$ cat config.mk
export PLATFORM = sky130hd
export DESIGN_NAME = imsic_msi_sender
export DESIGN_NICKNAME = d
export VERILOG_FILES = /design/src/rtl/imsic_msi_sender.sv
export SDC_FILE = /design/constraint.sdc
export NUM_CORES = 1
export LEC_CHECK = 0
export CAP_MARGIN = 20
export CORE_MARGIN = 2
export CORE_UTILIZATION = 50
export DETAILED_ROUTE_END_ITERATION = 10
export PLACE_DENSITY = 0.95
export RECOVER_POWER = 100
export SLEW_MARGIN = 20
export SYNTH_ARGS = -nofsm -noshare
export SYNTH_HDL_FRONTEND = slang
export SYNTH_SLANG_ARGS = --single-unit
$ cat constraint.sdc
create_clock -name clk -period 5 [get_ports clk]
set_input_delay 1 -clock clk [delete_from_list [all_inputs] [get_ports clk]]
set_output_delay 1 -clock clk [all_outputs]
set_load 0.03 [all_outputs]
$ cat src/rtl/imsic_msi_sender.sv
// imsic_msi_sender: decodes posted MSI writes into {hart, file, setipnum} words, buffers
// them and emits paced one-cycle pulses. Optional macro: IMSIC_MSI_SENDER_DROP_CNT_EN.
module imsic_msi_sender #(
   parameter int NR_INTP_FILES   = 7,
   parameter int NR_HARTS        = 4,
   parameter int NR_HARTS_WIDTH  = 2,
   parameter int NR_SRC          = 32,
   parameter int NR_SRC_WIDTH    = $clog2(NR_SRC),
   parameter int INTP_FILE_WIDTH = $clog2(NR_INTP_FILES),
   parameter int MSI_INFO_WIDTH  = NR_HARTS_WIDTH + INTP_FILE_WIDTH + NR_SRC_WIDTH,
   parameter int ADDR_WIDTH      = 32,
   parameter logic [ADDR_WIDTH-1:0] BASE_ADDR = 32'h2400_0000,
   parameter int FIFO_DEPTH      = 4,
   parameter int GAP_CYCLES      = 1
) (
   input  logic                      clk,
   input  logic                      rst,
   input  logic                      i_wr_vld,
   output logic                      o_wr_rdy,
   input  logic [ADDR_WIDTH-1:0]     i_wr_addr,
   input  logic [31:0]               i_wr_data,
   output logic [MSI_INFO_WIDTH-1:0] o_msi_info,
   output logic                      o_msi_info_vld,
   output logic                      o_busy,
   output logic [7:0]                o_drop_cnt
);

   localparam int PTR_W   = $clog2(FIFO_DEPTH);
   localparam int WIN_LSB = 12 + INTP_FILE_WIDTH + NR_HARTS_WIDTH;
   localparam logic [PTR_W:0] PTR_ONE  = 1;
   localparam logic [3:0]     GAP_LOAD = (GAP_CYCLES > 0) ? 4'(GAP_CYCLES - 1) : 4'd0;

   typedef enum logic [1:0] {
      S_IDLE,
      S_SEND,
      S_GAP
   } state_t;

   // Elaboration-time parameter sanity.
   if (FIFO_DEPTH < 2 || (FIFO_DEPTH & (FIFO_DEPTH - 1)) != 0) begin : g_chk_depth
      $error("FIFO_DEPTH must be a power of 2 and at least 2");
   end
   if (GAP_CYCLES < 0 || GAP_CYCLES > 15) begin : g_chk_gap
      $error("GAP_CYCLES must be in 0..15");
   end
   if (BASE_ADDR[11:0] != 12'h000) begin : g_chk_base
      $error("BASE_ADDR must be 4 KiB aligned");
   end

   logic [ADDR_WIDTH-1:0]      off;
   logic [INTP_FILE_WIDTH-1:0] dec_file;
   logic [NR_HARTS_WIDTH-1:0]  dec_hart;
   logic [NR_SRC_WIDTH-1:0]    dec_id;
   logic                       wr_legal;
   logic                       wr_acc;
   logic                       push;
   logic                       pop;
   logic                       full;
   logic                       empty;

   logic [MSI_INFO_WIDTH-1:0]  mem [FIFO_DEPTH];
   logic [PTR_W:0]             wr_ptr;
   logic [PTR_W:0]             rd_ptr;

   state_t                     state;
   logic [3:0]                 gap_cnt;

   // Window decode: one 4 KiB page per (hart, file), seteipnum_le at page offset 0.
   assign off      = i_wr_addr - BASE_ADDR;
   assign dec_file = off[12 +: INTP_FILE_WIDTH];
   assign dec_hart = off[12 + INTP_FILE_WIDTH +: NR_HARTS_WIDTH];
   assign dec_id   = i_wr_data[NR_SRC_WIDTH-1:0];

   assign wr_legal = (i_wr_addr >= BASE_ADDR)
                  && ((off >> WIN_LSB) == '0)
                  && (off[11:0] == 12'h000)
                  && (32'(dec_file) < 32'(NR_INTP_FILES))
                  && (32'(dec_hart) < 32'(NR_HARTS))
                  && (i_wr_data != 32'h0)
                  && (i_wr_data < 32'(NR_SRC));

   // Extra wrap bit distinguishes full from empty when the index bits match.
   assign empty = (wr_ptr == rd_ptr);
   assign full  = (wr_ptr[PTR_W] != rd_ptr[PTR_W])
               && (wr_ptr[PTR_W-1:0] == rd_ptr[PTR_W-1:0]);

   assign o_wr_rdy = ~rst & ~full;
   assign wr_acc   = i_wr_vld & o_wr_rdy;
   assign push     = wr_acc & wr_legal;
   assign pop      = (state == S_SEND);
   assign o_busy   = ~empty | (state != S_IDLE);

   // NOTE: the storage array is deliberately not reset; the pointers alone say which entries are valid.
   always_ff @(posedge clk) begin
      if (push) begin
         mem[wr_ptr[PTR_W-1:0]] <= {dec_hart, dec_file, dec_id};
      end
   end

   // NOTE: sequential state uses non-blocking assignments so every register samples pre-edge values.
   always_ff @(posedge clk or posedge rst) begin
      if (rst) begin
         wr_ptr <= '0;
         rd_ptr <= '0;
      end else begin
         if (push) wr_ptr <= wr_ptr + PTR_ONE;
         if (pop)  rd_ptr <= rd_ptr + PTR_ONE;
      end
   end

   always_ff @(posedge clk or posedge rst) begin
      if (rst) begin
         state          <= S_IDLE;
         gap_cnt        <= 4'd0;
         o_msi_info     <= '0;
         o_msi_info_vld <= 1'b0;
      end else begin
         // NOTE: default-low first, then set in one branch, makes the pulse exactly one cycle wide.
         o_msi_info_vld <= 1'b0;
         unique case (state)
            S_IDLE: begin
               if (!empty) begin
                  state          <= S_SEND;
                  o_msi_info     <= mem[rd_ptr[PTR_W-1:0]];
                  o_msi_info_vld <= 1'b1;
               end
            end
            S_SEND: begin
               if (GAP_CYCLES > 0) begin
                  state   <= S_GAP;
                  gap_cnt <= GAP_LOAD;
               end else begin
                  state <= S_IDLE;
               end
            end
            S_GAP: begin
               if (gap_cnt == 4'd0) state <= S_IDLE;
               else                 gap_cnt <= gap_cnt - 4'd1;
            end
            default: state <= S_IDLE;
         endcase
      end
   end

`ifdef IMSIC_MSI_SENDER_DROP_CNT_EN
   logic [7:0] drop_cnt;

   always_ff @(posedge clk or posedge rst) begin
      if (rst) begin
         drop_cnt <= 8'h00;
      end else if (wr_acc && !wr_legal && drop_cnt != 8'hFF) begin
         drop_cnt <= drop_cnt + 8'd1;
      end
   end

   assign o_drop_cnt = drop_cnt;
`else
   assign o_drop_cnt = 8'h00;
`endif

endmodule

[Word level (Yosys, flattened, before mapping)]
Memory sizes are Yosys's and may differ from the RTL's. A register that Yosys moved wholly into a read port is not among the register bits.
Cells that the tools add are included.
Cells by class
  $add $sub $neg: 4
  multipliers: 0
  divide/modulo/power cells: 0
  magnitude comparators: 3
  equal/unequal tests: 8
  shift-type cells: 0
  muxes and demuxes: 9
  bitwise logic cells: 7
  reductions and logical operators: 16
Operator list (number)
  $ge A32 B30 Y1 const B: 1
  $logic_not A32 Y1: 1
  $lt A32 B6 Y1 const B: 1
  $reduce_bool A32 Y1: 1
  $sub A32 B30 Y32 const B: 1
  $logic_not A12 Y1: 1
  $pmux W4 S2: 1
  $add A3 B1 Y3 const B: 2
  $logic_and A1 B1 Y1: 6
  $ne A2 B2 Y1 const B: 3
  $pmux W2 S3: 1
  $reduce_and A2 Y1: 3
  $logic_not A4 Y1: 1
  $mux W1: 4
  $mux W2: 2
  $mux W4: 1
  $reduce_bool A2 Y1: 2
  $sub A4 B1 Y4 const B: 1
  $and A1 B1 Y1: 3
  $eq A3 B3 Y1: 1
  $lt A3 B3 Y1 const B: 1
  $not A1 Y1: 3
  $eq A2 B1 Y1 const B: 1
  $eq A2 B2 Y1: 1
  4 further kinds: 4
Word-level totals
  register bits after elaboration: 13
  latch bits: 0
  bits in writable memories: 40
  bits in read-only memories: 0
  bits of input ports: 67
  output and inout bits: 21
  logic and storage cells: 53
  memories kept: 1
Memory list
  mem: depth 4, bits a word 10, read ports 1, clocked after Yosys merged registers in 1, wr ports 1, line 61  | logic [MSI_INFO_WIDTH-1:0] mem [FIFO_DEPTH];

[Longest topological paths before layout]
  depth in word-level cells: 10
  depth in mapped cells: 7
  depth with buffers taken out: 7

[Worst setup path before layout]
OpenSTA, ideal clock, no wires.
  path kind: input to register
  from: input rst
  to: memory mem[2][0] in the netlist's numbering, enable pin
  setup time: 0.376 ns
  arrival time: 2.733 ns
  required time: 4.624 ns
  path slack: 1.890 ns
  cell stages on the path: 5
  buffers on the path: 0
  cell sequence: inv_1 -> o31a_2 -> nor3b_2 -> nand3_2 -> nor2_1
On the way
  longest elaborated chain between the ends: 6
Ends and longest elaborated chain
  start, declared: line 17  | input logic rst,
  $not A1 Y1: line 87  | assign o_wr_rdy = ~rst & ~full;
  $and A1 B1 Y1: line 87
  net o_wr_rdy: line 19  | output logic o_wr_rdy,
  $and A1 B1 Y1: line 88  | assign wr_acc = i_wr_vld & o_wr_rdy;
  $and A1 B1 Y1: line 89  | assign push = wr_acc & wr_legal;
  $mux W1: line 95  | if (push) begin
  $mux W1 (implied by the code): line 96  | mem[wr_ptr[PTR_W-1:0]] <= {dec_hart, dec_file, dec_id};
  end, declared: line 61
The timed path passes the listed nets, and every way through them passes these cells.

[Worst setup path in the final report]
  from: register rd_ptr[0]
  to: output o_busy
On the way
  longest elaborated chain between the ends: 3
Ends and longest elaborated chain
  start, declared: line 63  | logic [PTR_W:0] rd_ptr;
  start signal, assigned: line 107  | if (pop) rd_ptr <= rd_ptr + PTR_ONE;
  $eq A3 B3 Y1: line 83  | assign empty = (wr_ptr == rd_ptr);
  $not A1 Y1 (no line)
  $or A1 B1 Y1: line 91  | assign o_busy = ~empty | (state != S_IDLE);
  end, declared: line 24  | output logic o_busy,
No other way between the ends.

==> report_table.html <==
<table>
<tr><th>Metric</th><th>Value</th></tr>
<tr><th colspan="2">Run status</th></tr>
<tr><td>Result of the run</td><td>completed</td></tr>
<tr><th colspan="2">Place</th></tr>
<tr><td>RePlAce Congestion</td><td>0.795</td></tr>
<tr><td># port buffers</td><td>79</td></tr>
<tr><td>Post-detail-place hpwl</td><td>4.58 mm</td></tr>
<tr><th colspan="2">CTS</th></tr>
<tr><td>Clock latency on the worst-skew pair</td><td>around 0.34 ns</td></tr>
<tr><td>Clock sinks</td><td>63</td></tr>
<tr><td>CTS tree</td><td>done</td></tr>
<tr><td>Root buf cell</td><td>sky130_fd_sc_hd__clkbuf_8</td></tr>
<tr><td>Number of resized instances in the post-cts repair step</td><td>0</td></tr>
<tr><td>Level count of the clock H-tree</td><td>3</td></tr>
<tr><td>Clock transition at path regs</td><td>approximately 0.06 ns</td></tr>
<tr><td>Post-CTS Hold Buffers</td><td>0</td></tr>
<tr><td>CTS buffer count</td><td>9</td></tr>
<tr><td>Number of buffers inserted by post-CTS setup repair</td><td>0</td></tr>
<tr><td>Maximum count of clock buffers along a single path</td><td>2</td></tr>
<tr><th colspan="2">Critical path</th></tr>
<tr><td>Standard cell with the maximum stage delay on the critical path</td><td>sky130_fd_sc_hd__dfrtp_1</td></tr>
<tr><td>Cell type group with the largest total delay on the critical path</td><td>flip-flops</td></tr>
<tr><td>Crit path required time</td><td>4.00 ns</td></tr>
<tr><td>R2R cell count</td><td>5</td></tr>
<tr><td>Worst setup path startpoint</td><td>rd_ptr[0]</td></tr>
<tr><td>Highest net fanout along the worst path</td><td>13</td></tr>
<tr><td>RR Startpoint</td><td>rd_ptr[0]</td></tr>
<tr><td>CP endpoint kind</td><td>output port</td></tr>
<tr><td>Delay of the slowest cell on the worst path</td><td>0.86 ns</td></tr>
<tr><td>Critical register-to-register path endpoint</td><td>mem[2][3]</td></tr>
<tr><td>Crit path kind</td><td>reg2out</td></tr>
<tr><td>Slack of the worst reg-to-reg path</td><td>around 2.2 ns</td></tr>
<tr><td>Number of logic stages on the critical path including buffering</td><td>4</td></tr>
<tr><td>Number of buffer and inverter instances along the worst setup path</td><td>1</td></tr>
<tr><td>Setup crit start kind</td><td>flip-flop</td></tr>
<tr><td>Data arrival time at the worst-slack endpoint</td><td>2.61 ns</td></tr>
<tr><td>Cells traversed along the worst timing path</td><td>xor2_1 -&gt; nor3b_1 -&gt; nand2_1 -&gt; dlygate4sd3_1</td></tr>
<tr><th colspan="2">Min path</th></tr>
<tr><td>End point of the worst hold path</td><td>rd_ptr[2]</td></tr>
<tr><td>Launch point of the worst hold path</td><td>rd_ptr[2]</td></tr>
<tr><td>Hold path cells</td><td>1</td></tr>
<tr><td>Class of the tightest hold or removal check</td><td>reg2reg</td></tr>
<tr><th colspan="2">Global routing</th></tr>
<tr><td>Wire length of the first global-routing pass</td><td>9.98 mm</td></tr>
<tr><td>GRT Overall Usage</td><td>21.8%</td></tr>
<tr><td>Vias in the first global route</td><td>2082</td></tr>
<tr><td>Congestion Overflow GR</td><td>0</td></tr>
<tr><td>Number of antenna violations at the first check in global routing</td><td>0</td></tr>
<tr><td>Maximum number of pins on one net before global-route repair</td><td>24</td></tr>
<tr><th colspan="2">Floorplan</th></tr>
<tr><td>Initial core utilization</td><td>51.2%</td></tr>
<tr><td>I/O pin total</td><td>88</td></tr>
<tr><td>Count of standard-cell rows</td><td>27</td></tr>
<tr><td>Y dimension of the die</td><td>approximately 79 microns</td></tr>
<tr><td>Die Area</td><td>6220 sq um</td></tr>
<tr><td>Die Wd</td><td>78.9 microns</td></tr>
<tr><td>Area of the placeable core</td><td>5470 sq um</td></tr>
<tr><th colspan="2">Logic synthesis</th></tr>
<tr><td>Unique masters post-synth</td><td>37</td></tr>
<tr><td>Mapped Avg Cell Area</td><td>14.7 sq um</td></tr>
<tr><td>Number of cells produced by synthesis</td><td>~190</td></tr>
<tr><td>Proportion of netlist area held by the largest area contributor</td><td>between 40% and 50%</td></tr>
<tr><td>FF+latch count, synth</td><td>63</td></tr>
<tr><td>Sequential fraction of the synthesis area</td><td>~63%</td></tr>
<tr><td>Post-synth top area cell</td><td>sky130_fd_sc_hd__edfxtp_1</td></tr>
<tr><td>Area of the mapped netlist</td><td>2800 sq um</td></tr>
<tr><td>Total number of yosys warnings</td><td>0</td></tr>
<tr><td>Synth cell count leaders</td><td>40 x sky130_fd_sc_hd__edfxtp_1, 23 x sky130_fd_sc_hd__dfrtp_1, 12 x sky130_fd_sc_hd__inv_1, 12 x sky130_fd_sc_hd__nand2_1, 11 x sky130_fd_sc_hd__nor2_1</td></tr>
<tr><td>Cell types with the largest area share after synthesis</td><td>sky130_fd_sc_hd__edfxtp_1 43%, sky130_fd_sc_hd__dfrtp_1 21%, sky130_fd_sc_hd__mux4_2 8.0%, sky130_fd_sc_hd__mux2_2 4.0%, sky130_fd_sc_hd__ha_1 3.1%</td></tr>
<tr><td>Fraction of synthesis flops using an asynchronous set or reset pin</td><td>36.5%</td></tr>
<tr><td>Most instantiated library cell after synthesis</td><td>sky130_fd_sc_hd__edfxtp_1</td></tr>
<tr><td>Number of flops mapped to enable cells by yosys</td><td>40</td></tr>
<tr><td>Most used flip-flop cell after synthesis</td><td>sky130_fd_sc_hd__edfxtp_1</td></tr>
<tr><th colspan="2">Timing</th></tr>
<tr><td>Worst slack on hold paths</td><td>0.495 ns</td></tr>
<tr><td>Final worst path period share</td><td>roughly 72%</td></tr>
<tr><td>Final period demand of the worst path</td><td>roughly 3.6 ns</td></tr>
<tr><td>Setup violation total in the final timing report</td><td>0</td></tr>
<tr><td>Number of failing hold endpoints at the final stage</td><td>0</td></tr>
<tr><td>Pins over their slew limit</td><td>0</td></tr>
<tr><td>Max-slew headroom at the worst pin</td><td>between 20% and 30%</td></tr>
<tr><td>Transition time at the pin with the least slew margin</td><td>1.19 ns</td></tr>
<tr><td>Fin Setup TNS</td><td>0 ns</td></tr>
<tr><td>Worst setup skew after layout</td><td>0.00648 ns</td></tr>
<tr><td>Unrepaired setup endpoints after global routing</td><td>false</td></tr>
<tr><td>Fmax</td><td>about 280 MHz</td></tr>
<tr><th colspan="2">Cells and area</th></tr>
<tr><td>Final nets</td><td>351</td></tr>
<tr><td>Flip-flop and latch area</td><td>~1800 sq um</td></tr>
<tr><td>Antenna cell count</td><td>0</td></tr>
<tr><td>Synth-to-layout area growth</td><td>35.1%</td></tr>
<tr><td>Share of post-route cells with drive strength above 1</td><td>approximately 12%</td></tr>
<tr><td>Area occupied by multi-input gates</td><td>912 sq um</td></tr>
<tr><td>Number of filler instances in the final layout</td><td>~400</td></tr>
<tr><th colspan="2">Drt</th></tr>
<tr><td>Vias per inst</td><td>5.28</td></tr>
<tr><td>Total number of vias</td><td>1865</td></tr>
<tr><td>Violation count after the first detailed-routing iteration</td><td>123</td></tr>
<tr><td>Routed wire length per instance</td><td>16.6 microns</td></tr>
<tr><td>Overall routed net length</td><td>5.86 mm</td></tr>
<tr><td>DRC</td><td>0</td></tr>
<tr><td>Router iterations before antenna repair</td><td>4</td></tr>
<tr><td>Remaining number of nets flagged by the antenna check after routing</td><td>0</td></tr>
<tr><th colspan="2">Pwr</th></tr>
<tr><td>VDD IR max</td><td>152 uV</td></tr>
<tr><td>Areal power density over the cells</td><td>265 nW/um^2</td></tr>
<tr><td>Leak pwr</td><td>1.50 nW</td></tr>
<tr><th colspan="2">Flow run</th></tr>
<tr><td>Max-cap violations</td><td>0</td></tr>
</table>
-- worst reg2reg max path: stages, from the launching register on --
cell	delay [ns]
sky130_fd_sc_hd__dfrtp_1	0.86
sky130_fd_sc_hd__xor2_1	0.27
sky130_fd_sc_hd__o31a_2	0.20
sky130_fd_sc_hd__nor3b_1	0.30
sky130_fd_sc_hd__nand3_2	0.15
sky130_fd_sc_hd__nor2_1	0.66
-- through the flow --
step           cell area, sq um  util, %  total power, mW  std cells  setup WS (ns)
6_report                   3790     69.2             1.01        353           1.39
5_1_grt                    3790     69.2             1.04        353           1.08
4_1_cts                    3800     69.5             1.01        353           1.40
3_5_place_dp               3640     66.5            0.643        338           1.30
3_3_place_gp               3640     66.5            0.641        338           1.37
2_1_floorplan              2830        -            0.587        198           1.89
-- area by class of cell --
type / instances / area share, %
Clock buffer: 14 / 4.29
Clock inverter: 1 / 0.0991
Inverter: 12 / 1.19
Multi-Input combinational cell: 110 / 24.1
Sequential cell: 63 / 46.9
Tap cell: 72 / 2.38
Timing Repair Buffer: 81 / 21.1
-- sequential cells by signal, summed over array words and instances (netlist names) --
register,flops
state,2
o_msi_info,10
rd_ptr,3
gap_cnt,4
o_msi_info_vld,1
mem,40
wr_ptr,3
-- power by group --
part	internal [mW]	total (mW)	switching (mW)	leakage, nW
Sequential	0.555	0.555	0.0000000734	0.681
Clock	0.203	0.376	0.173	0.0842
Combinational	0.0472	0.0744	0.0272	0.738
-- kinds of logic (layout without fill, tap and decap cells) --
family,Yosys count,after routing,synth area share (%)
mux,21,21,12.6
buf+inv,25,108,4.73
simple gates,55,55,10.8
compound gates,11,11,2.77
xor+xnor,8,8,2.50
fa+ha+maj,7,7,3.12
other cells,1,8,0.134
flops,63,63,63.4
-- routing by layer --
| layer | track usage, % | wire [microns] |
|---|---|---|
| met1 | 26.5 | 2340 |
| met2 | 37.4 | 3040 |
| met3 | 5.45 | 336 |
| met4 | 8.62 | 144 |
| met5 | 0 | 0 |
-- layout by cell type, fill, tap and decap left out, drive strengths merged, types with 4 or more instances in the layout --
| master | synthesis | layout |
|---|---|---|
| clkbuf | 1 | 16 |
| nand3 | 4 | 4 |
| inv | 12 | 12 |
| dfrtp | 23 | 23 |
| xnor2 | 6 | 6 |
| nor4 | 10 | 10 |
| nand4 | 5 | 5 |
| clkdlybuf4s50 | 0 | 54 |
| mux2 | 11 | 11 |
| dlygate4sd3 | 0 | 25 |
| conb | 1 | 8 |
| nor2 | 11 | 11 |
| nand2 | 12 | 12 |
| ha | 7 | 7 |
| edfxtp | 40 | 40 |
| mux4 | 10 | 10 |
-- worst max-delay path by stage --
stage,endpoint,slack [ns]
after floorplan,mem[2][0],1.89
after global placement,mem[2][8],1.37
after detailed placement,mem[2][8],1.30
after CTS,o_busy,1.40
after global routing,o_busy,1.08
final,o_busy,1.39
Note: power is estimated with default switching activity, not from simulation.
